`config.mk`:
```
export PLATFORM = sky130hd
export DESIGN_NAME = cmac_array
export DESIGN_NICKNAME = d
export VERILOG_FILES = /design/src/rtl/cmac_array_pkg.sv /design/src/rtl/cmac_array_lane.sv /design/src/rtl/cmac_array.sv
export SDC_FILE = /design/constraint.sdc
export NUM_CORES = 2
export LEC_CHECK = 0
export BUFFER_PORTS_ARGS = -buffer_cell sky130_fd_sc_hd__buf_2
export CORE_MARGIN = 4
export CORE_UTILIZATION = 55
export DETAILED_ROUTE_END_ITERATION = 8
export PLACE_DENSITY = 0.75
export REMOVE_ABC_BUFFERS = 1
export SYNTH_ARGS = -nofsm -noshare
export SYNTH_HDL_FRONTEND = slang
export SYNTH_HIERARCHICAL = 1
export SYNTH_SLANG_ARGS = --single-unit
```
`constraint.sdc`:
```
create_clock -name clk -period 3.5 [get_ports clk]
set_input_delay 0.7 -clock clk [delete_from_list [all_inputs] [get_ports clk]]
set_output_delay 0.7 -clock clk [all_outputs]
set_load 0.01 [all_outputs]
```
`src/rtl/cmac_array_pkg.sv`:
```
// Shared types and helpers for the convolution MAC array and its downstream
// pooling/bias blocks.
package cmac_array_pkg;

  typedef enum logic [1:0] {
    ST_IDLE  = 2'd0,
    ST_ACCUM = 2'd1,
    ST_DRAIN = 2'd2,
    ST_OUT   = 2'd3
  } state_e;

  // Accumulator must hold kernel_len full-width products without wrapping.
  function automatic bit acc_w_ok(input int unsigned acc_w,
                                  input int unsigned data_w,
                                  input int unsigned len_w);
    return acc_w >= 2 * data_w + len_w;
  endfunction

  // Floor-shift then clamp to a signed out_w range; caller casts to out_w bits.
  function automatic logic signed [127:0] sat_shift(input logic signed [127:0] acc,
                                                    input int unsigned         shift,
                                                    input int unsigned         out_w);
    logic signed [127:0] sh;
    logic signed [127:0] hi;
    logic signed [127:0] lo;
    sh = acc >>> shift;
    hi = (128'sd1 <<< (out_w - 1)) - 128'sd1;
    lo = -(128'sd1 <<< (out_w - 1));
    if (sh > hi) begin
      return hi;
    end
    if (sh < lo) begin
      return lo;
    end
    return sh;
  endfunction

endpackage

```
`src/rtl/cmac_array_lane.sv`:
```
// One MAC lane: MUL_LAT-stage registered signed multiplier feeding a
// wrap-around accumulator with synchronous clear.
module cmac_lane
  import cmac_array_pkg::*;
#(
  parameter int unsigned DATA_W  = 16,
  parameter int unsigned ACC_W   = 40,
  parameter int unsigned MUL_LAT = 2
) (
  input  logic                     clk_i,
  input  logic                     rst_ni,
  input  logic                     clr_i,
  input  logic                     acc_en_i,
  input  logic signed [DATA_W-1:0] data_i,
  input  logic signed [DATA_W-1:0] weight_i,
  output logic signed [ACC_W-1:0]  acc_o
);

  localparam int unsigned PROD_W = 2 * DATA_W;

  logic signed [PROD_W-1:0] prod_d;
  logic signed [PROD_W-1:0] prod_q [MUL_LAT];
  logic signed [ACC_W-1:0]  acc_d;
  logic signed [ACC_W-1:0]  acc_q;

  always_comb begin
    prod_d = PROD_W'(data_i) * PROD_W'(weight_i);
  end

  always_comb begin
    acc_d = acc_q;
    if (clr_i) begin
      acc_d = '0;
    end else if (acc_en_i) begin
      acc_d = acc_q + ACC_W'(prod_q[MUL_LAT-1]);
    end
  end

  always_ff @(posedge clk_i or negedge rst_ni) begin
    if (!rst_ni) begin
      for (int unsigned i = 0; i < MUL_LAT; i++) begin
        prod_q[i] <= '0;
      end
      acc_q <= '0;
    end else begin
      prod_q[0] <= prod_d;
      for (int unsigned i = 1; i < MUL_LAT; i++) begin
        prod_q[i] <= prod_q[i-1];
      end
      acc_q <= acc_d;
    end
  end

  assign acc_o = acc_q;

endmodule

```
`src/rtl/cmac_array.sv`:
```
// LANES-wide convolution MAC array: shared data stream, per-lane weights,
// programmable kernel length, shifted/saturated results behind valid/ready.
module cmac_array
  import cmac_array_pkg::*;
#(
  parameter int unsigned LANES      = 4,
  parameter int unsigned DATA_W     = 16,
  parameter int unsigned ACC_W      = 40,
  parameter int unsigned OUT_W      = 16,
  parameter int unsigned FRAC_SHIFT = 8,
  parameter int unsigned LEN_W      = 8,
  parameter int unsigned MUL_LAT    = 2
) (
  input  logic                    clk,
  input  logic                    rst,
  input  logic                    start,
  input  logic [LEN_W-1:0]        kernel_len,
  input  logic                    in_valid,
  output logic                    in_ready,
  input  logic [DATA_W-1:0]       data,
  input  logic [LANES*DATA_W-1:0] weight,
  output logic                    out_valid,
  input  logic                    out_ready,
  output logic [LANES*OUT_W-1:0]  result,
  output logic                    busy,
  output logic                    done
);

  localparam bit AccWOk = acc_w_ok(ACC_W, DATA_W, LEN_W);

  if (!AccWOk) begin : g_acc_w_check
    $error("cmac_array: ACC_W must be at least 2*DATA_W + LEN_W");
  end

  state_e                 state_q, state_d;
  logic [LEN_W-1:0]       len_q, len_d;
  logic [LEN_W-1:0]       cnt_q, cnt_d;
  logic [LANES*OUT_W-1:0] result_q, result_d;
  logic [MUL_LAT-1:0]     vld_q;
  logic                   accept;
  logic                   clr;
  logic signed [ACC_W-1:0] lane_acc [LANES];
  logic [LANES*OUT_W-1:0] lane_sat;

  for (genvar g = 0; g < LANES; g++) begin : g_lane
    cmac_lane #(
      .DATA_W  (DATA_W),
      .ACC_W   (ACC_W),
      .MUL_LAT (MUL_LAT)
    ) u_lane (
      .clk_i    (clk),
      .rst_ni   (rst),
      .clr_i    (clr),
      .acc_en_i (vld_q[MUL_LAT-1]),
      .data_i   (data),
      .weight_i (weight[g*DATA_W +: DATA_W]),
      .acc_o    (lane_acc[g])
    );

    assign lane_sat[g*OUT_W +: OUT_W] = OUT_W'(sat_shift(128'(lane_acc[g]), FRAC_SHIFT, OUT_W));
  end

  assign in_ready  = (state_q == ST_ACCUM) && (cnt_q < len_q);
  assign accept    = in_valid && in_ready;
  assign out_valid = (state_q == ST_OUT);
  assign done      = out_valid && out_ready;
  assign busy      = (state_q != ST_IDLE);
  assign result    = result_q;

  always_comb begin
    state_d  = state_q;
    len_d    = len_q;
    cnt_d    = cnt_q;
    result_d = result_q;
    clr      = 1'b0;
    unique case (state_q)
      ST_IDLE: begin
        if (start) begin
          len_d    = kernel_len;
          cnt_d    = '0;
          clr      = 1'b1;
          result_d = '0;
          state_d  = (kernel_len == '0) ? ST_OUT : ST_ACCUM;
        end
      end
      ST_ACCUM: begin
        if (accept) begin
          cnt_d = cnt_q + LEN_W'(1);
          if (cnt_q == len_q - LEN_W'(1)) begin
            state_d = ST_DRAIN;
          end
        end
      end
      ST_DRAIN: begin
        // Empty tags mean the last product was folded in on the previous edge.
        if (vld_q == '0) begin
          result_d = lane_sat;
          state_d  = ST_OUT;
        end
      end
      ST_OUT: begin
        if (out_ready) begin
          state_d = ST_IDLE;
        end
      end
      default: state_d = ST_IDLE;
    endcase
  end

  always_ff @(posedge clk or negedge rst) begin
    if (!rst) begin
      state_q  <= ST_IDLE;
      len_q    <= '0;
      cnt_q    <= '0;
      result_q <= '0;
    end else begin
      state_q  <= state_d;
      len_q    <= len_d;
      cnt_q    <= cnt_d;
      result_q <= result_d;
    end
  end

  always_ff @(posedge clk or negedge rst) begin
    if (!rst) begin
      vld_q <= '0;
    end else begin
      vld_q[0] <= accept;
      for (int unsigned i = 1; i < MUL_LAT; i++) begin
        vld_q[i] <= vld_q[i-1];
      end
    end
  end

endmodule

```
==> metrics <==
status finished with violations; failing checks setup timing; total clock sinks 500; ranking of synthesized cells by area fa_1 32%, dfrtp_1 19%, ha_1 9.6%, inv_1 7.2%, and2_1 4.9%; startpoint types primary input; Total GRT Usage 29.9%; die width between 300 and 400 um; WL/cell between 20 and 25 um; CTS hold repair buffers 0; Yosys Warn Count 6; clk_lat worst skew 640 ps; met2 Resource Use GR approximately half; vias in the first global route roughly 56000; largest net degree at the start of global routing just under 90; fin crit share 177%; dpl cells 8973; num rows about 130; Post-Place Worst Slack -3330 ps; Tightest Pin Transition 1110 ps; CP Capture Type register; cell taking the most area after synthesis fa_1; Area growth, synth to finish 22.9%; Ports between 150 and 200; Max Fclk between 150 and 200 MHz; ys async rst share 100%; Clock Tree Root clkbuf_16; Period minus WS final 6200 ps; hpwl dp around 140 mm; CTS clk-pin slew, worst paths 70 ps; Via Count approximately 53000; CTS tree yes; Die Y around 350 um; Vias/cell 5.78; share of post-route cells with drive strength above 1 approximately 23%; RSZ-0062 raised after global routing true; crit path kind in2reg; Routed Antenna Nets 0; Die Footprint roughly 120000 um^2; core area around 120000 um^2; wirelength, routed about 190 mm; slew margin rel. 25.5%; Finished Layout Cells 9243; Max-Cap Viols 0; Final Hold Fails 0; Initial Util between 50% and 60%; GP Congestion roughly 0.95; cts bufs inserted 53; CP required between 3000 and 4000 ps; Finish-stage setup viols between 100 and 150; Post-Syn Area per Cell about 9.5 um^2; first-pass GRT wire length 296 mm; setup ws final -2700 ps; met3 Use GR under 10%; crit path max fanout 7; Max Transition Viols Final 0; GRT Max-Usage Layer met2; H-tree lvl count 2; post-synthesis cell area 65000 um^2; final net count ~9300; CP arrival between 6000 and 7000 ps; Port Buffers 160; FF+latch count, synth 500; worst min path class in2async; post-synthesis sequential area ratio just under 20%; Netlist cell types roughly 120; initial detailed-routing violation count approximately 4400; Synth Instances a little under 7000; Pre-antenna DRT Iters 6; EDFF count, synth 0; number of antenna violations at the first check in global routing 19; CTS Buffer Depth 3; met1 usage between 40% and 50%; Yosys top cell area share approximately a third; Top FF cell, synth dfrtp_1; Layout Skew approximately 31 ps; Overflow after GRT 0; Remaining DRCs 0
placed cells by master, fill, tap and decap left out, types with 39 or more instances in the layout:
cell type and n:
inv_1 1143, fa_1 991, nand2_1 659, buf_4 633, dfrtp_1 499, and2_1 463, ha_1 412, nor2_1 338
a21oi_1 204, o21ai_0 165, xnor2_1 153, a21o_1 145, buf_6 140, buf_2 128, inv_2 111, mux2i_1 82
ha_4 75, nand3_1 61, fa_2 61, buf_12 61, clkbuf_16 56, a21oi_2 53, nand4_1 52, and2_4 50
xor2_1 48, nand2b_1 41, o21bai_1 39
stage by stage:
| stage | util (%) | TNS, ps | cell area [um^2] | hold slack [ps] |
|---|---|---|---|---|
| after detailed placement | 62.0 | -283410 | 72400 | 335 |
| after global routing | 68.4 | -210660 | 79900 | 140 |
| after global placement | 62.0 | -274740 | 72400 | 332 |
| after CTS | 66.9 | -178190 | 78200 | 108 |
| final | 68.4 | -201840 | 79900 | 100 |
| after floorplan | - | -557230 | 64200 | 331 |
registers in the layout, summed over array words and instances (netlist names):
signal and flops:
vld_q 2, len_q 8, result 64, g_lane.u_lane/prod_q 256, state_q 2, cnt_q 8, g_lane.u_lane/acc_o 160
path summary, 6_finish.rpt:
path                                                  start                           to  slack (ps)  cells past startpoint
worst max register to register    g_lane[2].u_lane/acc_o[0]   g_lane[2].u_lane/acc_o[36]         200                     10
worst max-delay path                             weight[43]  g_lane[2].u_lane/prod_q[62]       -2700                     24
worst min register to register  g_lane[1].u_lane/prod_q[34]   g_lane[1].u_lane/prod_q[2]         340                      0
min in group clk                              kernel_len[1]                     len_q[1]         310                      3
max in group asynchronous                               rst  g_lane[1].u_lane/prod_q[52]        2400                      3
worst min-delay path                                    rst   g_lane[0].u_lane/acc_o[21]         100                      1
cell families (layout without fill, tap and decap cells):
family	after synthesis	in the layout	synth area share, %
AND/OR/NAND/NOR	1961	1961	14.8
flip-flops	500	500	19.2
AO/OA/AOI/OAI	1016	1016	10.8
other	0	10	0
buffers and inverters	1476	2352	8.58
adder cells (fa/ha/maj)	1551	1551	42.0
XOR/XNOR	246	246	3.31
multiplexers	83	83	1.28
layout make-up:
cell class | instances | area [um^2]
inverter | 1257 | 4730
fill | 8056 | 36900
antenna | 10 | 25.0
clock buffer | 61 | 1430
multi-input combinational | 4857 | 50000
clock inverter | 39 | 517
sequential | 500 | 12500
timing repair buffer | 995 | 8860
tap | 1524 | 1910
Yosys cell counts (9+ instances only):
| cell | instances |
|---|---|
| ha_1 | 499 |
| o21bai_1 | 42 |
| a211o_1 | 16 |
| a21oi_1 | 260 |
| or3_1 | 21 |
| nand3_1 | 69 |
| a211oi_1 | 34 |
| nand2_1 | 699 |
| o21a_1 | 36 |
| o31ai_1 | 17 |
| nor2b_1 | 24 |
| fa_1 | 1052 |
| buf_2 | 10 |
| a21o_1 | 145 |
| and3_1 | 28 |
| o21ai_1 | 24 |
| inv_1 | 1254 |
| nor2_1 | 362 |
| a21boi_0 | 10 |
| clkbuf_1 | 199 |
| xor2_1 | 57 |
| xnor2_1 | 189 |
| or2_2 | 9 |
| dfrtp_1 | 500 |
| nand4_1 | 52 |
| a21oi_2 | 11 |
| mux2i_1 | 82 |
| o211ai_1 | 27 |
| a31oi_1 | 28 |
| and2_1 | 513 |
| a22o_1 | 19 |
| nor3_1 | 46 |
| o21ai_0 | 189 |
| o22ai_1 | 9 |
| nand3b_1 | 13 |
| nand2b_1 | 43 |
| nor4_1 | 31 |
metal layers:
metal,share of wire [%],up-vias
li1,-,23300
met2,47,2583
met5,0.061,-
met4,5.5,18
met3,8.6,784
met1,39,26700
worst max-delay path, stage by stage:
cell,delay [ps]
buf_2,220
buf_4,190
nand2_1,170
fa_1,700
inv_1,100
ha_1,300
inv_1,80
fa_1,600
inv_2,60
fa_2,500
fa_1,560
inv_2,50
fa_1,530
inv_2,60
ha_4,240
or3_1,300
o21ai_1,100
a21oi_2,70
a22o_4,310
o21ai_4,230
a31oi_4,130
buf_6,160
o2111ai_4,170
o311ai_2,120
timing repair:
action	in CTS	in global routing
buffers inserted	109	66
gates cloned	12	1
resized for setup	637	333
setup endpoints to repair	107	110
pin swaps	396	315
Power is not shown: default switching activity piles up to over one toggle a cycle in this logic, so the estimate is an artifact.
